`src/rtl/sram_fabric_port.sv`:
```
// Fabric-side initiator for the dual-port SRAM wrapper: valid/ready request channels to
// active-low strobes, in-flight read tracking, credit-limited response FIFO and config sequencing.
module sram_fabric_port #(
    parameter int RSP_DEPTH = 4,
    parameter int BASE_LAT  = 3
) (
    input  logic        clk,
    input  logic        rst_n,
    input  logic        wr_valid,
    output logic        wr_ready,
    input  logic [13:0] wr_addr,
    input  logic [31:0] wr_data,
    input  logic        rd_valid,
    output logic        rd_ready,
    input  logic [13:0] rd_addr,
    output logic        rsp_valid,
    input  logic        rsp_ready,
    output logic [31:0] rsp_data,
    input  logic        cfg_req,
    input  logic [2:0]  cfg_conf,
    input  logic        cfg_out_reg,
    output logic        cfg_ack,
    output logic        csb,
    output logic        web,
    output logic        reb,
    output logic [13:0] addr_w,
    output logic [13:0] addr_r,
    output logic [31:0] d_fabric_in,
    output logic [2:0]  conf,
    output logic        out_reg,
    input  logic [31:0] d_fabric_out
);
    localparam int CW  = $clog2(RSP_DEPTH + 1);
    localparam int PW  = $clog2(RSP_DEPTH);
    localparam int SRL = BASE_LAT + 1;

    typedef enum logic [1:0] {RUN, DRAIN, LOAD} state_t;

    state_t          state, state_nxt;
    logic [SRL-1:0]  sr;
    logic [CW-1:0]   count;
    logic [PW-1:0]   wptr, rptr;
    logic [31:0]     fifo_mem [RSP_DEPTH];
    logic [7:0]      inflight;
    logic [7:0]      outstanding;
    logic            wr_fire, rd_fire, hazard, credit, push, pop;

    assign wr_ready    = rst_n & (state == RUN) & ~cfg_req;
    assign wr_fire     = wr_valid & wr_ready;
    assign hazard      = wr_fire & rd_valid & (rd_addr[8:0] == wr_addr[8:0]);
    assign outstanding = 8'(count) + inflight;
    assign credit      = outstanding < 8'(RSP_DEPTH);
    assign rd_ready    = wr_ready & credit & ~hazard;
    assign rd_fire     = rd_valid & rd_ready;

    assign web         = ~wr_fire;
    assign reb         = ~rd_fire;
    assign csb         = ~(wr_fire | rd_fire);
    assign addr_w      = wr_addr;
    assign addr_r      = rd_addr;
    assign d_fabric_in = wr_data;

    // Tap moves one stage later when the wrapper's output register is enabled.
    assign push = out_reg ? sr[BASE_LAT] : sr[BASE_LAT-1];
    assign pop  = rsp_ready & (count != '0);

    always_comb begin
        inflight = '0;
        for (int unsigned i = 0; i < SRL; i++) begin
            if (sr[i] && (i <= (BASE_LAT - 1 + int'(out_reg))))
                inflight = inflight + 8'd1;
        end
    end

    always_comb begin
        state_nxt = state;
        cfg_ack   = 1'b0;
        case (state)
            RUN:     if (cfg_req) state_nxt = DRAIN;
            DRAIN:   if (inflight == '0) state_nxt = LOAD;
            LOAD: begin
                cfg_ack   = 1'b1;
                state_nxt = RUN;
            end
            default: state_nxt = RUN;
        endcase
    end

    always_ff @(posedge clk) begin
        if (!rst_n) begin
            state   <= RUN;
            sr      <= '0;
            count   <= '0;
            wptr    <= '0;
            rptr    <= '0;
            conf    <= '0;
            out_reg <= 1'b0;
        end else begin
            state <= state_nxt;
            sr    <= {sr[SRL-2:0], rd_fire};
            if (state == LOAD) begin
                conf    <= cfg_conf;
                out_reg <= cfg_out_reg;
            end
            if (push)
                wptr <= (wptr == PW'(RSP_DEPTH - 1)) ? '0 : wptr + PW'(1);
            if (pop)
                rptr <= (rptr == PW'(RSP_DEPTH - 1)) ? '0 : rptr + PW'(1);
            if (push && !pop)
                count <= count + CW'(1);
            else if (pop && !push)
                count <= count - CW'(1);
        end
    end

    always_ff @(posedge clk) begin
        if (push)
            fifo_mem[wptr] <= d_fabric_out;
    end

    assign rsp_data  = fifo_mem[rptr];
    assign rsp_valid = count != '0;

    a_no_overflow: assert property (@(posedge clk) disable iff (!rst_n)
        !(push && !pop && count == CW'(RSP_DEPTH)));

endmodule

```
`config.mk`:
```
export PLATFORM = sky130hd
export DESIGN_NAME = sram_fabric_port
export DESIGN_NICKNAME = d
export VERILOG_FILES = /design/src/rtl/sram_fabric_port.sv
export SDC_FILE = /design/constraint.sdc
export NUM_CORES = 1
export LEC_CHECK = 0
export BUFFER_PORTS_ARGS = -buffer_cell sky130_fd_sc_hd__buf_2
export CORE_MARGIN = 4
export CORE_UTILIZATION = 50
export CTS_BUF_LIST = sky130_fd_sc_hd__clkbuf_16
export CTS_CLUSTER_SIZE = 24
export DETAILED_ROUTE_END_ITERATION = 12
export GPL_TIMING_DRIVEN = 0
export HOLD_SLACK_MARGIN = 0.12
export PLACE_DENSITY = 0.9
export SLEW_MARGIN = 5
export SYNTH_ARGS = -nofsm -noshare
export SYNTH_HDL_FRONTEND = slang
export SYNTH_SLANG_ARGS = --single-unit
```
`constraint.sdc`:
```
create_clock -name clk -period 6.3 [get_ports clk]
set_input_delay 0.315 -clock clk [delete_from_list [all_inputs] [get_ports clk]]
set_output_delay 0.315 -clock clk [all_outputs]
set_load 0.005 [all_outputs]
```
==> flow_metrics.py, run 1 <==
metrics = {
    "layout": {
        "largest-register": "fifo_mem",
        "top_regs": "fifo_mem x128, sr x4",
        "fin_util_pct": 66.50,
        "diodes": 0,
        "nNetsFinal": 658,
        "area_delta_synth_final_pct": 29.08,
        "nFillCells": 876,
        "finalNonFillerCells": 724,
        "largest_register_ff_count": 128,
        "drive_gt1_share_pct": 54.68,
    },
    "global_routing": {
        "grt_util_met3_pct": 4.524,
        "grt_max_degree": 24,
        "grtUsageTotal_pct": 17.57,
        "globalRouteOverflowTotal": 0,
        "grt_pass1_vias": 4002,
        "grt.busiest_layer": "met2",
        "grt_antenna_before_repair": 0,
        "grtUsageMet2_pct": 33.40,
        "grtUsageMet1_pct": 19.20,
        "grt_pass1_wl_mm": 19.51,
    },
    "setup_path": {
        "crit_path_start_kind": "register",
        "cp_data_arrival_time_ps": 2940,
        "end_kind": "output pin",
        "path_class": "reg -> out",
        "crit_required_ps": 5980,
        "reg2reg_depth": 8,
        "worstPathMaxFanout": 4,
    },
    "place": {
        "dpl.cell_count": 681,
        "dp_slack_ps": 3456,
        "hpwl_mm": 9.126,
        "place_congestion": 0.7731,
        "port_buffers": 162,
    },
    "drt": {
        "num_vias": 3602,
        "wl_mm": 12.30,
        "drt_iter0_markers": 153,
        "first_pass_iters": 4,
        "wl_per_cell_um": 16.99,
        "drc": 0,
        "ant_nets": 0,
        "via_per_inst": 4.975,
    },
    "synthesis": {
        "avgSynthCellArea_um2": 17.98,
        "synth_cell_types": 38,
        "ys_seq_area_share_pct": 67.70,
        "yosysWarnings": 0,
        "yosys_most_used_dff": "edfxtp_1",
        "syn_inst": 347,
        "ys_seq_elements": 147,
        "netlist.area_leader.share_pct": 61.60,
        "synth_edf_count": 128,
        "yosysTopAreaCell": "edfxtp_1",
        "async_flop_share_pct": 0,
        "synth_nets": 462,
        "syn_area_mm2": 0.006240,
        "ys_top_cells_by_area": "edfxtp_1 62%, mux4_2 12%, buf_4 7.3%, dfxtp_1 6.1%, ha_1 2.4%",
        "synth_commonest_cells": "128 x edfxtp_1, 61 x buf_4, 32 x mux4_2, 19 x dfxtp_1",
        "yosysMostFrequentCell": "edfxtp_1",
    },
    "worst_hold_path": {
        "min_path_cells": 1,
        "hold_path_class": "in -> reg",
    },
    "cts": {
        "htree_levels": 4,
        "cts.path.max_buffers": 2,
        "cts_root_buf": "clkbuf_16",
        "cts_made_buffers": 17,
        "cts_tree": "done",
        "cts-resized-gates": 0,
        "clock_latency_ps": 410,
        "clkTransAtPathRegs_ps": 70,
        "clock-sinks": 147,
    },
    "timing": {
        "tightest_slew_ps": 1168,
        "hold_viol": 0,
        "worst_slack_ps": 3045,
        "rsz0062_at_grt": "false",
        "fin_setup_tns_ps": 0,
        "max_slew_margin_pct": 19.91,
        "finalMaxSlewViolations": 0,
        "skew_ps": 13.64,
        "fmax_ghz": 0.3073,
        "holdWs_ps": 131.7,
        "fin_crit_ps": 3255,
        "setup_viol": 0,
        "period_share_pct": 51.66,
    },
    "pwr": {
        "power_leakage_nw": 3.120,
        "powerDensity_mw_per_mm2": 313.9,
        "ir_drop_uv": 178.6,
    },
    "job": {
        "drv_cap": 0,
    },
    "floorplan": {
        "initial_core_util_pct": 51.52,
        "core_mm2": 0.01211,
        "die_w_um": 119.7,
        "dieHeight_um": 119.7,
        "dieArea_mm2": 0.01433,
        "rows": 40,
        "ios": 205,
    },
    "status": {
        "status": "completed",
    },
}
-- cells by family (layout without fill, tap and decap cells) --
family | after synthesis | in the layout | synth area share, %
buffers and inverters | 76 | 285 | 8.322
AOI/OAI and AO/OA | 11 | 11 | 1.364
xor gates and xnor gates | 14 | 14 | 2.086
DFF | 147 | 147 | 67.70
muxes | 39 | 39 | 12.67
adders and majority gates | 13 | 13 | 2.727
and+or+nand+nor | 47 | 47 | 5.133
-- per-stage QoR --
step           instance area [um^2]  power [mW]
6_report                       8054       2.528
5_1_grt                        8054       2.639
4_1_cts                        8054       2.557
3_5_place_dp                   7371       1.600
3_3_place_gp                   7261       1.585
2_1_floorplan                  6240       1.422
-- final timing paths --
path / slack, ps / to / startpoint
worst max-delay path: 3050 / reb / sr[1]
worst min-delay path: 130 / fifo_mem[2][4] / d_fabric_out[4]
worst max register to register: 3550 / count[2] / out_reg
worst min register to register: 500 / register / rptr[1]
-- what timing repair did --
| item | in CTS | in global routing |
|---|---|---|
| hold buffers | 11 | 0 |
| buffers inserted | 0 | 0 |
| endpoints found under the hold margin | 37 | 0 |
-- cells in the final DEF, fill, tap and decap left out, types with 2 or more instances in the layout --
cell,count
buf_4,61
nand3_1,4
nand4_1,2
clkinvlp_4,2
clkbuf_16,17
clkbuf_1,4
clkinv_4,4
nand2_1,7
dlygate4sd3_1,11
buf_12,4
inv_8,3
a21oi_1,2
xor2_1,3
nor2b_1,8
and2_1,5
nor3b_1,2
nor2b_4,4
ha_1,12
or3_1,3
xnor2_1,10
nor2_1,4
mux4_2,32
inv_6,3
clkinv_1,2
nor4b_4,2
mux2i_1,7
inv_1,6
o21ai_0,2
edfxtp_1,128
buf_2,166
dfxtp_1,19
-- layer usage --
metal  vias to the layer above  share of wire, %
li1                       1665                 -
met1                      1766                37
met2                       151                55
met3                        20               6.4
met4                         0               1.4
met5                         -                 0
-- power by group --
part	internal, mW	leakage, nW	switching [mW]
Sequential	1.08	1.31	0.0167
Combinational	0.271	1.54	0.206
Clock	0.554	0.275	0.400
-- final cells by class --
cell class / instances / area (um^2) / share of cell area (%)
flip-flops and latches: 147 / 4224 / 52.45
multi-input cells: 124 / 1526 / 18.95
repair buffers: 177 / 1001 / 12.43
plain buffers: 70 / 496.7 / 6.167
clock buffers: 17 / 425.4 / 5.282
well taps: 168 / 210.2 / 2.610
clock inverters: 15 / 147.6 / 1.833
inverters: 6 / 22.52 / 0.2796
-- worst max-delay path, stage by stage (launching register included) --
cell and delay [ps]:
dfxtp_1 380, inv_1 60, ha_1 370, xor2_2 210, ha_1 200, nand3_1 100
xor2_1 160, ha_1 300, nor4b_4 250, o211ai_2 140, or2_1 220, buf_2 120
Note: power is estimated with default switching activity, not from simulation.
==> run 2, diff against run 1 <==
Settings changed: CORE_UTILIZATION 50 to 46, PLACE_DENSITY 0.9 to 0.88.
Clock period 6.3 ns to 2.63 ns, I/O delays scaled along.
==> run 2 against run 1 <==
Effect of this change: the run now ends with negative setup slack left; highest routed layer unchanged; worst setup slack got worse by 3300 ps; clock power rose to 2.6 times the previous value; final area rose by 5.9%; critical path type unchanged; sequential cell count did not move.
==> flow_metrics.py, run 2 (synthesis gave the netlist of run 1 again) <==
metrics = {
    "pwr": {
        "internal-power_mw": 4.943,
        "ir_drop_uv": 508.5,
        "power_leakage_nw": 3.329,
        "p_total_mw": 6.365,
        "pwr-share-comb_pct": 19.2,
        "p_switching_mw": 1.422,
        "switching_share_pct": 22.34,
        "power_frac_seq_pct": 41.3,
        "p_clk_share_pct": 39.5,
        "powerDensity_mw_per_mm2": 746.5,
    },
    "setup_path": {
        "path_class": "reg -> out",
        "crit_required_ps": 2500,
        "worstPathMaxFanout": 3,
        "crit_path_start_kind": "register",
        "cp_data_arrival_time_ps": 2750,
        "end_kind": "output pin",
    },
    "cts": {
        "clock-sinks": 147,
        "cts_root_buf": "clkbuf_16",
        "clkTransAtPathRegs_ps": 60,
        "cts_made_buffers": 17,
        "cts.path.max_buffers": 2,
        "cts_tree": "done",
        "clock_latency_ps": 410,
        "htree_levels": 4,
    },
    "drt": {
        "first_pass_iters": 5,
        "drt_iter0_markers": 245,
        "ant_nets": 0,
        "wl_per_cell_um": 17.80,
        "drc": 0,
        "num_vias": 3811,
        "wl_mm": 13.67,
        "via_per_inst": 4.962,
    },
    "layout": {
        "area_delta_synth_final_pct": 36.66,
        "largest-register": "fifo_mem",
        "multiInputGateArea_mm2": 0.001585,
        "final_common_cell": "buf_2",
        "seqCellArea_mm2": 0.004227,
        "finalInstanceArea_mm2": 0.008527,
        "top_regs": "fifo_mem x128, sr x4",
        "nFillCells": 919,
        "nNetsFinal": 695,
        "drive_gt1_share_pct": 53.55,
        "fin_util_pct": 64.39,
        "largest_register_ff_count": 128,
        "diodes": 0,
        "final_cell_mix": "166 x buf_2, 128 x edfxtp_1, 68 x buf_4, 41 x dlygate4sd3_1, 32 x mux4_2",
    },
    "floorplan": {
        "core_mm2": 0.01324,
        "rows": 42,
        "dieArea_mm2": 0.01549,
        "ios": 205,
        "dieHeight_um": 124.5,
        "die_w_um": 124.5,
        "initial_core_util_pct": 47.12,
    },
    "place": {
        "place_congestion": 0.7754,
        "port_buffers": 162,
        "dp_slack_ps": -119.4,
        "postPlaceCellArea_mm2": 0.007381,
        "hpwl_mm": 9.318,
    },
    "timing": {
        "rsz0062_at_grt": "true",
        "hold_viol": 0,
        "finalMaxSlewViolations": 0,
        "worst_slack_ps": -248.3,
        "skew_ps": 7.706,
        "period_share_pct": 109.4,
        "fin_setup_tns_ps": -596.3,
        "setup_viol": 3,
        "fin_crit_ps": 2878,
        "fmax_ghz": 0.3474,
        "max_slew_margin_pct": 47.68,
        "tightest_slew_ps": 769.6,
    },
    "global_routing": {
        "grt.busiest_layer": "met2",
        "grt_util_met3_pct": 7.033,
        "grt_pass1_wl_mm": 22.22,
        "grt_max_degree": 26,
        "grt_antenna_before_repair": 0,
        "grtUsageMet1_pct": 20.37,
        "grtUsageTotal_pct": 18.60,
        "grtUsageMet2_pct": 33.68,
        "globalRouteOverflowTotal": 0,
        "grt_pass1_vias": 4277,
    },
    "job": {
        "drv_cap": 0,
    },
    "worst_hold_path": {
        "hold_path_class": "in -> reg",
    },
    "status": {
        "violations": "negative setup slack",
        "status": "finished with violations",
    },
}
run 2: cell types whose count changed in the layout (fill, tap and decap cells not counted), sizes merged:
cell	delta
buf	+7
bufinv	+4
clkinvlp	-2
dlygate4sd3	+30
inv	-3
run 2: critical path, cell delays in order, from the launching register on:
cell,delay (ps)
dfxtp_2,330
inv_2,40
ha_4,290
xor2_4,180
ha_4,170
nand3_4,70
xor2_1,160
ha_1,300
nor4b_4,280
o211ai_2,150
or2_1,230
buf_2,130
run 2: final cells by class:
class                           instances  area share [%]
Clock inverter                         14           2.304
Timing Repair Buffer                  214           15.88
Buffer                                 70           5.825
Clock buffer                           17           4.989
Tap cell                              176           2.583
Inverter                                6          0.2641
Multi-Input combinational cell        124           18.59
Sequential cell                       147           49.57
run 2: metal layers:
metal	wire length [um]	up-vias	share of wire, %
met5	0	-	0
met4	157	0	1.1
met3	1050	16	7.7
met2	7462	188	55
met1	4999	1883	37
li1	-	1724	-
run 2: timing repair:
| action | in CTS | in global routing |
|---|---|---|
| hold buffers | 41 | 0 |
| endpoints found under the setup margin | 5 | 5 |
| gates resized for setup | 8 | 5 |
| endpoints found under the hold margin | 141 | 0 |
| setup buffers | 5 | 2 |
| pin swaps | 6 | 6 |
run 2: power by group through the flow:
| stage | Sequential (mW) | Clock, mW | Combinational [mW] |
|---|---|---|---|
| 2_1_floorplan | 2.66 | 0 | 0.740 |
| 3_3_place_gp | 2.67 | 0 | 1.12 |
| 3_5_place_dp | 2.68 | 0 | 1.17 |
| 4_1_cts | 2.63 | 2.55 | 1.25 |
| 5_1_grt | 2.63 | 2.67 | 1.35 |
| 6_report | 2.63 | 2.51 | 1.23 |
run 2: final timing paths:
| kind | cells past startpoint | slack [ps] | start | to |
|---|---|---|---|---|
| worst max-delay path | 11 | -250 | sr[0] | reb |
| worst min-delay path | 5 | 160 | rd_addr[3] | sr[0] |
| worst max register to register | 8 | 110 | out_reg | count[2] |
| worst min register to register | 2 | 500 | rptr[0] | register |
run 2: metrics by stage:
step	std cells	hold slack [ps]
finish	768	161.7
global route	768	173.9
floorplan	347	230.4
global placement	685	340.9
detailed placement	689	348.3
CTS	766	134.6
